$ cat src/rtl/modular_exp_unit.sv
// Right-to-left square-and-multiply modular exponentiation, r = m^e mod n.
// Bit-serial interleaved multipliers give fixed, data-independent latency.
module modular_exp_unit #(
    parameter int BITS = 4
) (
    input  logic            clk,
    input  logic            rst_n,
    input  logic            go,
    input  logic [BITS-1:0] m,
    input  logic [BITS-1:0] e,
    input  logic [BITS-1:0] n,
    output logic [BITS-1:0] r,
    output logic            d
);

    localparam int CW = $clog2(BITS);
    localparam logic [CW-1:0] LAST = CW'(BITS - 1);

    typedef enum logic [1:0] {
        S_IDLE,
        S_REDUCE,
        S_EXP,
        S_DONE
    } state_t;

    state_t          state_q, state_d;
    logic [BITS-1:0] m_q, m_d;
    logic [BITS-1:0] e_q, e_d;
    logic [BITS-1:0] n_q, n_d;
    logic [BITS-1:0] base_q, base_d;
    logic [BITS-1:0] acc_q, acc_d;
    logic [BITS:0]   pr_q, pr_d;
    logic [BITS+1:0] pm_q, pm_d;
    logic [BITS+1:0] ps_q, ps_d;
    logic [CW-1:0]   idx_q, idx_d;
    logic [CW-1:0]   eb_q, eb_d;
    logic [BITS-1:0] r_q, r_d;
    logic            d_q, d_d;

    logic [BITS:0]   pr_nx;
    logic [BITS+1:0] pm_nx;
    logic [BITS+1:0] ps_nx;
    logic            b_bit;

    // One MSB-first restoring reduction step; p < n keeps 2p+1 in BITS+1 bits.
    function automatic logic [BITS:0] red_step(
        input logic [BITS:0]   p,
        input logic            bb,
        input logic [BITS-1:0] nn
    );
        logic [BITS:0] t;
        t = (p << 1) | {{BITS{1'b0}}, bb};
        if (t >= {1'b0, nn}) t = t - {1'b0, nn};
        return t;
    endfunction

    // Interleaved multiply step; 2p+a < 3n, so two subtractions suffice.
    function automatic logic [BITS+1:0] mul_step(
        input logic [BITS+1:0] p,
        input logic [BITS-1:0] a,
        input logic            bb,
        input logic [BITS-1:0] nn
    );
        logic [BITS+1:0] t;
        t = p << 1;
        if (bb) t = t + {2'b00, a};
        if (t >= {2'b00, nn}) t = t - {2'b00, nn};
        if (t >= {2'b00, nn}) t = t - {2'b00, nn};
        return t;
    endfunction

    always_ff @(posedge clk or negedge rst_n) begin
        if (!rst_n) begin
            state_q <= S_IDLE;
            m_q     <= '0;
            e_q     <= '0;
            n_q     <= '0;
            base_q  <= '0;
            acc_q   <= '0;
            pr_q    <= '0;
            pm_q    <= '0;
            ps_q    <= '0;
            idx_q   <= '0;
            eb_q    <= '0;
            r_q     <= '0;
            d_q     <= 1'b0;
        end else begin
            state_q <= state_d;
            m_q     <= m_d;
            e_q     <= e_d;
            n_q     <= n_d;
            base_q  <= base_d;
            acc_q   <= acc_d;
            pr_q    <= pr_d;
            pm_q    <= pm_d;
            ps_q    <= ps_d;
            idx_q   <= idx_d;
            eb_q    <= eb_d;
            r_q     <= r_d;
            d_q     <= d_d;
        end
    end

    always_comb begin
        state_d = state_q;
        m_d     = m_q;
        e_d     = e_q;
        n_d     = n_q;
        base_d  = base_q;
        acc_d   = acc_q;
        pr_d    = pr_q;
        pm_d    = pm_q;
        ps_d    = ps_q;
        idx_d   = idx_q;
        eb_d    = eb_q;
        r_d     = r_q;
        d_d     = 1'b0;

        b_bit = base_q[idx_q];
        pr_nx = red_step(pr_q, m_q[idx_q], n_q);
        pm_nx = mul_step(pm_q, acc_q, b_bit, n_q);
        ps_nx = mul_step(ps_q, base_q, b_bit, n_q);

        unique case (state_q)
            S_IDLE: begin
                if (go) begin
                    m_d     = m;
                    e_d     = e;
                    n_d     = n;
                    pr_d    = '0;
                    idx_d   = LAST;
                    eb_d    = LAST;
                    state_d = S_REDUCE;
                end
            end
            S_REDUCE: begin
                pr_d = pr_nx;
                if (idx_q == '0) begin
                    base_d  = pr_nx[BITS-1:0];
                    acc_d   = (n_q > BITS'(1)) ? BITS'(1) : '0;
                    pm_d    = '0;
                    ps_d    = '0;
                    idx_d   = LAST;
                    state_d = S_EXP;
                end else begin
                    idx_d = idx_q - 1'b1;
                end
            end
            S_EXP: begin
                pm_d = pm_nx;
                ps_d = ps_nx;
                if (idx_q == '0) begin
                    // Multiply always runs; e bit only selects the result.
                    acc_d  = e_q[0] ? pm_nx[BITS-1:0] : acc_q;
                    base_d = ps_nx[BITS-1:0];
                    e_d    = e_q >> 1;
                    pm_d   = '0;
                    ps_d   = '0;
                    idx_d  = LAST;
                    if (eb_q == '0) begin
                        state_d = S_DONE;
                    end else begin
                        eb_d = eb_q - 1'b1;
                    end
                end else begin
                    idx_d = idx_q - 1'b1;
                end
            end
            S_DONE: begin
                r_d     = acc_q;
                d_d     = 1'b1;
                state_d = S_IDLE;
            end
            default: state_d = S_IDLE;
        endcase
    end

    assign r = r_q;
    assign d = d_q;

endmodule

$ cat config.mk
export PLATFORM = sky130hd
export DESIGN_NAME = modular_exp_unit
export DESIGN_NICKNAME = d
export VERILOG_FILES = /design/src/rtl/modular_exp_unit.sv
export SDC_FILE = /design/constraint.sdc
export NUM_CORES = 1
export LEC_CHECK = 0
export ABC_AREA = 1
export CAP_MARGIN = 15
export CORE_MARGIN = 3
export CORE_UTILIZATION = 25
export CTS_CLUSTER_SIZE = 30
export DETAILED_ROUTE_END_ITERATION = 10
export PLACE_DENSITY = 0.51
export SLEW_MARGIN = 0
export SYNTH_ARGS = -nofsm -noshare
export SYNTH_HDL_FRONTEND = slang
export SYNTH_SLANG_ARGS = --single-unit
$ cat constraint.sdc
create_clock -name clk -period 5.2 [get_ports clk]
set_input_delay 1.3 -clock clk [delete_from_list [all_inputs] [get_ports clk]]
set_output_delay 1.3 -clock clk [all_outputs]
set_load 0.05 [all_outputs]
======== Word level (Yosys, flattened, before mapping) ========
Index checks and enable logic that the tools add are counted.
storage, ports and cells
  register bits ........................... 45
  latch bits .............................. 0
  memory bits (writable) .................. 0
  memory bits (read-only) ................. 0
  output and inout port bits .............. 5
  word-level logic and storage cells ...... 97
  memories kept ........................... 0
cells by class
  add/sub/neg operators ................... 9
  multiply operators ...................... 0
  divide/modulo/power cells ............... 0
  magnitude comparators ................... 7
  equality and inequality tests ........... 9
  shift-type cells ........................ 0
  mux-type cells .......................... 41
  bitwise logic cells ..................... 1
  reduce and logical (&&, ||, !) cells .... 17
operators with widths
  kind                  count
  $mux W4               9
  $pmux W4 S2           4
  $mux W5               5
  $ge A6 B4 Y1          4
  $mux W6               4
  $pmux W5 S2           2
  $mux W2               8
  $add A6 B4 Y6         2
  $ne A2 B2 Y1 const B  6
  $reduce_and A4 Y1     3
  $sub A6 B4 Y6         2
  $sub A5 B4 Y5         2
  $pmux W2 S2           2
  $pmux W2 S4           1
  $reduce_and A2 Y1     4
  $reduce_bool A2 Y1    4
  $logic_not A2 Y1      3
  $reduce_and A3 Y1     2
  $ge A5 B4 Y1          1
  $or A5 B1 Y5          1
  $bmux W1 S2           2
  $eq A2 B2 Y1 const B  2
  $gt A4 B1 Y1 const B  1
  $mux W1               4
  5 further kinds       6

======== Longest topological paths before layout ========
Gate-level depths: netlist of run 1.
  depth in word-level cells ............... 10
  mapped depth ............................ 28
  depth with buffers taken out ............ 27

======== Worst setup path after synthesis of run 1 ========
Ideal clock, no wire load.
  path type ............................... register to register
  start point ............................. reg acc_q[1]
  end point ............................... reg pm_q[0]
  setup time .............................. 130 ps
  arrival ................................. 3,725 ps
  required time ........................... 5,070 ps
  slack ................................... 1,345 ps
  cell stages (with the launch flop) ...... 24
  buffers on the path ..................... 0
  path through ............................ dfrtp_1 > ha_1 > fa_1 > xnor2_1 > o21ai_0 > ha_1 > nand2_1 > inv_1 > nand2_1 > nand2_1 > nor2_8 > nand2_8 > o21ai_2 > inv_1 > ha_1 > a21oi_1 > o21ai_0 > or2_2 > nor2_8 > nand2_8 > nand2_4 > nand2_1 > nand2_1 > o21ai_2
between the ends
  cells in the longest elaborated chain, start to end .. 8
RTL lines
  item                                           line  text
  start: declaration                             31    logic [BITS-1:0] acc_q, acc_d;
  start signal: assignment                       79    acc_q <= '0;
  start signal: assignment                       93    acc_q <= acc_d;
  $add A6 B4 Y6 *                                66    if (bb) t = t + {2'b00, a};
  $mux W6 *                                      66
  $sub A6 B4 Y6 or $ge A6 B4 Y1 (tied branches)  67    if (t >= {2'b00, nn}) t = t - {2'b00, nn};
  $mux W6 *                                      67
  $ge A6 B4 Y1 or $sub A5 B4 Y5 (tied branches)  68    if (t >= {2'b00, nn}) t = t - {2'b00, nn};
  $mux W5 *                                      68
  $mux W5 *                                      152   if (idx_q == '0) begin
  $pmux W5 S2 *                                  124   unique case (state_q)
  end signal: assignment                         95    pm_q <= pm_d;
  end: declaration                               33    logic [BITS+1:0] pm_q, pm_d;
Mark *: on every way between the ends. The rest lies on a longest branch, timed or not.
A chain may end at the register's enable or synchronous reset.

======== Final worst setup path of run 1 ========
  start point ............................. reg idx_q[0]
  end point ............................... reg pm_q[3]
between the ends
  cells in the longest elaborated chain, start to end .. 9
RTL lines
  item                                           line  text
  start: declaration                             35    logic [CW-1:0] idx_q, idx_d;
  start signal: assignment                       97    idx_q <= idx_d;
  $bmux W1 S2                                    119   b_bit = base_q[idx_q];
  $mux W1 (implied by the code)                  119
  $mux W6                                        66
  $sub A6 B4 Y6 or $ge A6 B4 Y1 (tied branches)  67
  $mux W6                                        67
  $sub A5 B4 Y5 or $ge A6 B4 Y1 (tied branches)  68
  $mux W5                                        68
  $mux W5                                        152
  $pmux W5 S2                                    124
Parallel ways exist; a longest one is shown, timed or not. The select of a mux whose other input is x is not followed.

==> impl_results.md, run 1 <==
* Wire per inst at roughly 13 um
* Most frequent cells in the layout: nand2_1, inv_1, dfrtp_1
* Achievable Freq at roughly 0.22 GHz
* Core area at 14,600 um2
* DRC viols at 0
* HP Class: flip-flop to flip-flop
* HP Start: m_q[0]$_DFFE_PN0P_
* Layout cells sized above 1 at between 10% and 20%
* CTS resizes at 0
* Die Y at between 100 and 150 um
* Cts hold-fix bufs at 0
* Critical-path maximum fanout at 11
* Post-Syn Area per Cell at 7.92 um2
* Min-Delay Endpoint: m_q[0]$_DFFE_PN0P_
* Reg2Reg Depth at 22
* Routed wire length at roughly 8700 um
* Syn nets at between 500 and 600
* Area of the multi-input gates at 2330 um2
* Worst-path clk slew at ~60 ps
* Port Buf Inserts at 19
* Final Hold Fails at 0
* Delay-heaviest family, CP: simple AND/OR/NAND/NOR gates
* Initial drt markers at 176
* Synth warn at 0
* WP data required at between 5000 and 6000 ps
* H-Tree Depth at 2
* Clk sink count at 45
* DIE WIDTH at 128 um
* Final TNS setup at 0 ps
* CTS tree: done
* Num ports at 20
* Vias in the first global route at 3,002
* FF-to-FF Start: idx_q[0]$_DFFE_PN0P_
* Starting Density at about a quarter
* Post-synthesis sequential area ratio at 30.2%
* Die ar. at roughly 16,000 um2
* FF+latch count, synth at 45
* Final Max Slew Viols at 0
* CTS max path bufs at 2
* Antenna violations before repair at 0
* CTS root buf: clkbuf_16
* Maximum Capacitance Violations at 0
* CTS Buf Count at 5
* DR pass1 iterations at 4
* Hold depth at 1
* Cell variety after synth at a little over 40
* Remaining antenna violation count after routing at 0
* Vias at between 3,000 and 4,000
* GPL Wtd Cong at between 0.8 and 0.9
* Crit-path max cell delay at around 800 ps
* Antenna cells at 0
* Crit path arrival time at 4600 ps
* Vias per inst at about 4.5
* Rows at 44
* Buffers plus inverters on the worst setup path at 3
* Critical-path cell list: inv_2 -> nand2_2 -> nand2_1 -> nand2_1 -> nand2_2 -> o21ai_0 -> ha_1 -> nand3_1 -> nand3_2 -> inv_2 -> nand3_1 -> nand2_1 -> inv_1 -> ha_1 -> fa_1 -> o21ai_0 -> or2_2 -> nor2_8 -> nand2_8 -> nand2_2 -> nand3_1 -> o21ai_0
* Startpoint Class: flip-flop
* Grt total ovfl at 0
* Post-CTS setup buffers at 0
* HPWL Detailed at 6910 um
* Fin crit period at roughly 4500 ps
* Reg-to-Reg End: pm_q[3]$_DFFE_PN0P_
* Crit path max-delay cell type: o21ai_0
* Total GRT Usage at 11.1%
* Pin count of the biggest net entering global routing at between 40 and 50
* Post-layout nets at about 550
* Mapped Cells at around 470
* CP endpoint kind: flip-flop
* Final worst-path cycle share at 85.8%
* Reg area at ~1100 um2
* Asr flop ratio synth at 100%
* Final setup vio count at 0
* RSZ-0062 raised after global routing: false
* Setup CP Type: flip-flop to flip-flop
* Leading register cell type out of synthesis: dfrtp_1
* Layout fillers at 1,537
* Most common cell after layout, fill and taps aside: nand2_1
* Reg2reg setup slack at between 700 and 800 ps
* First-pass GRT wire length at approximately 15,000 um
* Max Clock Skew at 7.92 ps
* Syn-to-layout area delta at 14.8%
* Outcome: completed
* Worst-margin pin slew at 918 ps
* Rel. slew slack at roughly two fifths
* Synth Cell Area at roughly 3700 um2
* Clock latency on the worst-skew pair at between 200 and 300 ps
* Number of enable flip-flop cells after synthesis at 0
[logic make-up (layout without fill, tap and decap cells)]
family                   after synthesis  in the layout  synth area share, %
AO/OA/AOI/OAI                         69             69                 10.5
buffers and inverters                 68             91                 7.41
AND/OR/NAND/NOR                      229            229                 31.9
multiplexers                           8              8                 2.41
XOR/XNOR                              13             13                 3.05
flip-flops                            45             45                 30.2
adder cells (fa/ha/maj)               39             39                 14.5
[stage by stage]
step                      setup WS (ps)  std cells  area (um2)  hold WS, ps  utilization [%]
after floorplan                    1340        471        3730          465                -
after global placement              775        670        4110          493             28.2
after detailed placement            764        670        4110          497             28.2
after CTS                           745        677        4260          512             29.2
after global routing                412        678        4280          536             29.4
final                               738        678        4280          504             29.4
[registers in the layout (all words and copies together) (netlist names)]
name and flops:
n_q 4, pr_q 4, base_q 4, e_q 4
r 4, d 1, m_q 4, state_q 2
idx_q 2, acc_q 4, pm_q 5, ps_q 5
eb_q 2
[per-layer routing]
metal | GRT usage (%) | wire, um | vias up
met1 | 14.7 | 4180 | 1437
met4 | 4.43 | 195 | 0
met2 | 18.1 | 4160 | 39
met5 | 0 | 0 | -
li1 | - | - | 1584
met3 | 1.50 | 215 | 12
[how the worst max path moves through the flow]
| stage | startpoint | end | slack (ps) | depth (start not counted) |
|---|---|---|---|---|
| 2_1_floorplan | acc_q[1]$_DFFE_PN0P_ | pm_q[0]$_DFFE_PN0P_ | 1340 | 23 |
| 3_3_place_gp | idx_q[0]$_DFFE_PN0P_ | pm_q[3]$_DFFE_PN0P_ | 770 | 22 |
| 3_5_place_dp | idx_q[0]$_DFFE_PN0P_ | pm_q[3]$_DFFE_PN0P_ | 760 | 22 |
| 4_1_cts | idx_q[0]$_DFFE_PN0P_ | pm_q[3]$_DFFE_PN0P_ | 750 | 22 |
| 5_1_grt | idx_q[0]$_DFFE_PN0P_ | pm_q[3]$_DFFE_PN0P_ | 410 | 23 |
| 6_report | idx_q[0]$_DFFE_PN0P_ | pm_q[3]$_DFFE_PN0P_ | 740 | 22 |
[area by class of cell]
cell class,instances,area share [%]
multi-input cells,358,54.4
flip-flops and latches,45,26.3
inverters,64,5.67
well taps,184,5.37
repair buffers,20,4.96
clock buffers,7,3.33
[cells in the mapped netlist, types with 7 or more instances]
| cell | count | area [um2] |
|---|---|---|
| dfrtp_1 | 45 | 1130 |
| fa_1 | 7 | 140 |
| nor2_1 | 17 | 63.8 |
| nand2_4 | 7 | 78.8 |
| nand3_1 | 42 | 210 |
| ha_1 | 32 | 400 |
| xnor2_1 | 9 | 78.8 |
| a21oi_1 | 21 | 105 |
| o21ai_0 | 27 | 135 |
| nand2_2 | 17 | 106 |
| nand2_1 | 124 | 465 |
| inv_1 | 59 | 221 |
| mux2_2 | 8 | 90.1 |
[worst reg2reg max path: cells and delay by family, from the launching register on]
family                     cells  cell delay [ps]
and+or+nand+nor               13             1380
AOI/OAI and AO/OA              3             1180
adders and majority gates      3             1020
DFF                            1              430
buffers and inverters          3              310
Power of run 1 is left out: the tool's default activity adds up to more than one toggle a clock period on the data nets, which glitch-free logic cannot reach.
==> inputs of run 2 (changes only) <==
- CORE_MARGIN: 3 -> 2
- TNS_END_PERCENT: unset -> 100
==> run 2 against run 1 <==
Net effect:
- first-iteration DRC count shrank 47%
- clock-buffer cell count shrank 2
- worst setup slack gained 140 ps
- design area shrank 0.47%
- critical endpoint unchanged
==> impl_results.md, run 2 (synthesized netlist as in run 1, its figures left out) <==
* Critical-path maximum fanout at 5
* Remaining antenna violation count after routing at 0
* Worst-path clk slew at ~70 ps
* Clock latency on the worst-skew pair at roughly 290 ps
* Total GRT Usage at approximately an eighth
* CTS Buf Count at 5
* Rows at 44
* Hold depth at 1
* Vias at approximately 3,000
* Reg-to-Reg End: pm_q[3]$_DFFE_PN0P_
* HP Start: m_q[0]$_DFFE_PN0P_
* Worst-margin pin slew at between 1000 and 1500 ps
* Pin count of the biggest net entering global routing at 46
* Most frequent cells in the layout: nand2_1, inv_1, dfrtp_1
* WP data required at about 5300 ps
* Max Clock Skew at roughly 11 ps
* Die ar. at between 15,000 and 20,000 um2
* RSZ-0062 raised after global routing: false
* Most common cell after layout, fill and taps aside: nand2_1
* Final Max Slew Viols at 0
* Syn-to-layout area delta at 14.2%
* Outcome: completed
* CTS root buf: clkbuf_16
* Vias per inst at ~4.5
* Rel. slew slack at between 30% and 40%
* Initial drt markers at 94
* Startpoint Class: flip-flop
* CTS resizes at 0
* Grt total ovfl at 0
* Die Y at 126 um
* Final worst-path cycle share at approximately 83%
* Num ports at 20
* Setup CP Type: flip-flop to flip-flop
* Core area at between 10,000 and 15,000 um2
* Clk sink count at 45
* CTS tree: done
* Crit path arrival time at 4460 ps
* CP endpoint: pm_q[3]$_DFFE_PN0P_
* Antenna cells at 0
* Cts hold-fix bufs at 0
* First-pass GRT wire length at roughly 15,000 um
* Reg2Reg Depth at 20
* Reg2reg setup slack at 880 ps
* Layout cells sized above 1 at a little over an eighth
* Routed wire length at around 8800 um
* Vias in the first global route at 3,133
* H-Tree Depth at 2
* Fin crit period at 4320 ps
* Achievable Freq at 0.232 GHz
* Final setup vio count at 0
* Setup crit start: acc_q[1]$_DFFE_PN0P_
* Wire per inst at ~13 um
* Layout Utilization at between 20 and 30%
* DR pass1 iterations at 4
* FF-to-FF Start: acc_q[1]$_DFFE_PN0P_
* Antenna violations before repair at 0
* CP endpoint kind: flip-flop
* Port Buf Inserts at 19
* Maximum Capacitance Violations at 0
* Post-CTS setup buffers at 0
* Final Hold Fails at 0
* HP Class: flip-flop to flip-flop
* Starting Density at between 20% and 30%
* DIE WIDTH at 126 um
* Post-layout nets at 548
* CTS max path bufs at 2
* Crit path max-delay cell type: fa_1
* Top Registers: pm_q (5), ps_q (5)
* DRC viols at 0
* Crit-path max cell delay at slightly above 400 ps
* HPWL Detailed at around 7000 um
* Critical-path cell list: ha_1 -> fa_1 -> xnor2_1 -> o21ai_0 -> ha_1 -> a21oi_1 -> nand2_1 -> nor2_8 -> nand3_1 -> nand2_1 -> inv_1 -> ha_1 -> fa_1 -> o21ai_0 -> or2_2 -> nor2_8 -> nand2_8 -> nand2_2 -> nand3_1 -> o21ai_0
* GPL Wtd Cong at just under 0.9
* Final TNS setup at 0 ps
run 2: final cells by class:
cell class	count	area, um2
Sequential cell	45	1130
Inverter	64	243
Clock inverter	3	17.5
Multi-Input combinational cell	358	2330
Timing Repair Buffer	20	193
Tap cell	184	230
Clock buffer	5	125
Fill cell	1596	10300
run 2: worst min-delay path by stage:
stage | endpoint | slack, ps
6_report | m_q[0]$_DFFE_PN0P_ | 510
5_1_grt | m_q[1]$_DFFE_PN0P_ | 540
4_1_cts | m_q[0]$_DFFE_PN0P_ | 520
2_1_floorplan | acc_q[0]$_DFFE_PN0P_ | 470
3_3_place_gp | r[2]$_DFFE_PN0P_ | 500
3_5_place_dp | e_q[3]$_DFFE_PN0P_ | 500
run 2: through the flow:
| step | instance area, um2 | std cells | hold WS (ps) | setup WS, ps |
|---|---|---|---|---|
| global route | 4260 | 679 | 536 | 574 |
| detailed placement | 4120 | 671 | 499 | 914 |
| finish | 4260 | 679 | 515 | 882 |
| floorplan | 3730 | 471 | 465 | 1340 |
| CTS | 4260 | 679 | 517 | 889 |
| global placement | 4120 | 671 | 497 | 919 |
run 2: critical path: cells and delay by family (launching register included):
| family | cells | cell delay (ps) |
|---|---|---|
| buf+inv | 1 | 70 |
| xor+xnor | 1 | 150 |
| compound gates | 4 | 840 |
| flops | 1 | 400 |
| simple gates | 9 | 1100 |
| fa+ha+maj | 5 | 1600 |
run 2: layer usage:
| metal | track usage (%) | up-vias | share of wire (%) |
|---|---|---|---|
| met5 | 0 | - | 0 |
| met4 | 1.55 | 0 | 0.45 |
| met3 | 1.44 | 4 | 2.0 |
| met2 | 19.9 | 27 | 48 |
| met1 | 16.3 | 1456 | 50 |
| li1 | - | 1597 | - |
Power of run 2 is left out for the same reason.
==> inputs of run 3 (changes only) <==
- clock period: 5.2 -> 4.5 ns (I/O delays scaled with it)
==> run 3 against run 2 <==
Net effect:
- first-iteration DRC count rose by 89%
- sequential share of layout area shrank 0.12 points
- global-route usage up 0.094 points
- worst hold slack worse by 3.8 ps
- routed wire length grew 1.8%
- design area increased by 0.44%
- critical path depth grew 3
==> impl_results.md, run 3 (synthesized netlist as in run 1, its figures left out) <==
* Post-layout nets at ~550
* Final Max Slew Viols at 0
* Crit path max-delay cell type: fa_1
* H-Tree Depth at 2
* Vias at between 3,000 and 4,000
* Die ar. at around 16,000 um2
* Area of the multi-input gates at approximately 2300 um2
* DR pass1 iterations at 4
* Worst-path clk slew at 70 ps
* Most common cell after layout, fill and taps aside: nand2_1
* Routed wire length at between 8000 and 9000 um
* Starting Density at about a quarter
* Clock latency on the worst-skew pair at between 200 and 300 ps
* CP endpoint kind: flip-flop
* Startpoint Class: flip-flop
* HP Class: flip-flop to flip-flop
* Critical-path maximum fanout at 9
* FF-to-FF Start: idx_q[0]$_DFFE_PN0P_
* Antenna cells at 0
* Core area at between 10,000 and 15,000 um2
* HPWL Detailed at approximately 7300 um
* Vias in the first global route at 3,162
* First-pass GRT wire length at 15,500 um
* Wire per inst at between 10 and 15 um
* Rel. slew slack at between 30% and 40%
* Maximum Capacitance Violations at 0
* WP data required at roughly 4700 ps
* Initial drt markers at around 180
* Syn-to-layout area delta at 14.8%
* Antenna violations before repair at 0
* Final worst-path cycle share at 92.7%
* CTS tree: done
* CTS max path bufs at 2
* Delay-heaviest family, CP: simple AND/OR/NAND/NOR gates
* Clk sink count at 45
* Fin crit period at ~4200 ps
* Vias per inst at around 4.5
* Pre-CTS WS at 189 ps
* CTS Buf Count at 5
* Most frequent cells in the layout: nand2_1, inv_1, dfrtp_1
* Layout fillers at 1,616
* HP Start: m_q[0]$_DFFE_PN0P_
* Num ports at 20
* Critical-path cell list: inv_2 -> nand2_2 -> nand3_2 -> nand2_2 -> o21ai_1 -> inv_1 -> fa_1 -> o21ai_1 -> nor2_8 -> nand3_1 -> nand2_1 -> inv_1 -> ha_1 -> fa_1 -> nor2_1 -> a211oi_1 -> o21ai_0 -> nor2_4 -> nand2_4 -> nand2_2 -> nand3_1 -> nand2_1 -> nand2_1
* Worst-margin pin slew at between 1000 and 1500 ps
* Setup crit start: idx_q[0]$_DFFE_PN0P_
* Rows at 44
* Final setup vio count at 0
* Achievable Freq at 0.240 GHz
* Top Registers: pm_q (5), ps_q (5)
* Pin count of the biggest net entering global routing at between 40 and 50
* Port Buf Inserts at 19
* Outcome: completed
* GPL Wtd Cong at a little over 0.9
* Remaining antenna violation count after routing at 0
* Final TNS setup at 0 ps
* Final Hold Fails at 0
* RSZ-0062 raised after global routing: false
* CTS root buf: clkbuf_16
* Max Clock Skew at 8.10 ps
* Buffers plus inverters on the worst setup path at 3
* Die Y at ~130 um
* Setup slack after layout at roughly 330 ps
* Total GRT Usage at between 10% and 20%
* Setup CP Type: flip-flop to flip-flop
* Reg area at ~1100 um2
* Grt total ovfl at 0
* DIE WIDTH at 126 um
* Layout cells sized above 1 at 13.7%
* Crit path arrival time at 4350 ps
* DRC viols at 0
* Crit-path max cell delay at 450 ps
run 3: changes by cell type in the layout (fill, tap and decap cells not counted), sizes merged:
cell and change:
inv +3, clkinv -2, clkinvlp -1, buf +1
run 3: worst paths after layout:
check                                              to  slack [ps]  depth (start not counted)
worst max-delay path            base_q[2]$_DFFE_PN0P_         330                         23
worst min-delay path               m_q[0]$_DFFE_PN0P_         510                          1
worst max register to register  base_q[2]$_DFFE_PN0P_         330                         23
worst min register to register     m_q[0]$_DFFE_PN0P_         510                          1
max in group asynchronous         ps_q[3]$_DFFE_PN0P_        2840                          1
min in group asynchronous          e_q[1]$_DFFE_PN0P_        1010                          1
run 3: layout make-up:
type	instances	area share, %
timing repair buffer	21	4.67
clock buffer	5	2.92
inverter	64	5.67
clock inverter	3	0.672
multi-input combinational	358	54.4
sequential	45	26.3
tap	184	5.38
run 3: metal layers:
layer / wire length, um / track usage [%] / share of wire (%) / vias to the layer above
met5: 0 / 0 / 0 / -
met4: 94 / 2.33 / 1.0 / 0
met3: 186 / 1.15 / 2.1 / 8
met2: 4280 / 20.0 / 48 / 44
met1: 4430 / 16.4 / 49 / 1443
li1: - / - / - / 1595
run 3: what timing repair did:
action	CTS	global route
hold buffers	0	0
resized for setup	0	4
setup endpoints to repair	0	18
buffers inserted	0	0
run 3: stage by stage:
stage	hold slack, ps	std cells	utilization [%]	cell area [um2]
5_1_grt	545	680	29.5	4280
6_report	511	680	29.5	4280
3_5_place_dp	498	672	28.4	4130
3_3_place_gp	495	672	28.4	4130
4_1_cts	516	680	29.5	4280
2_1_floorplan	465	471	-	3730
Power of run 3 is left out for the same reason.
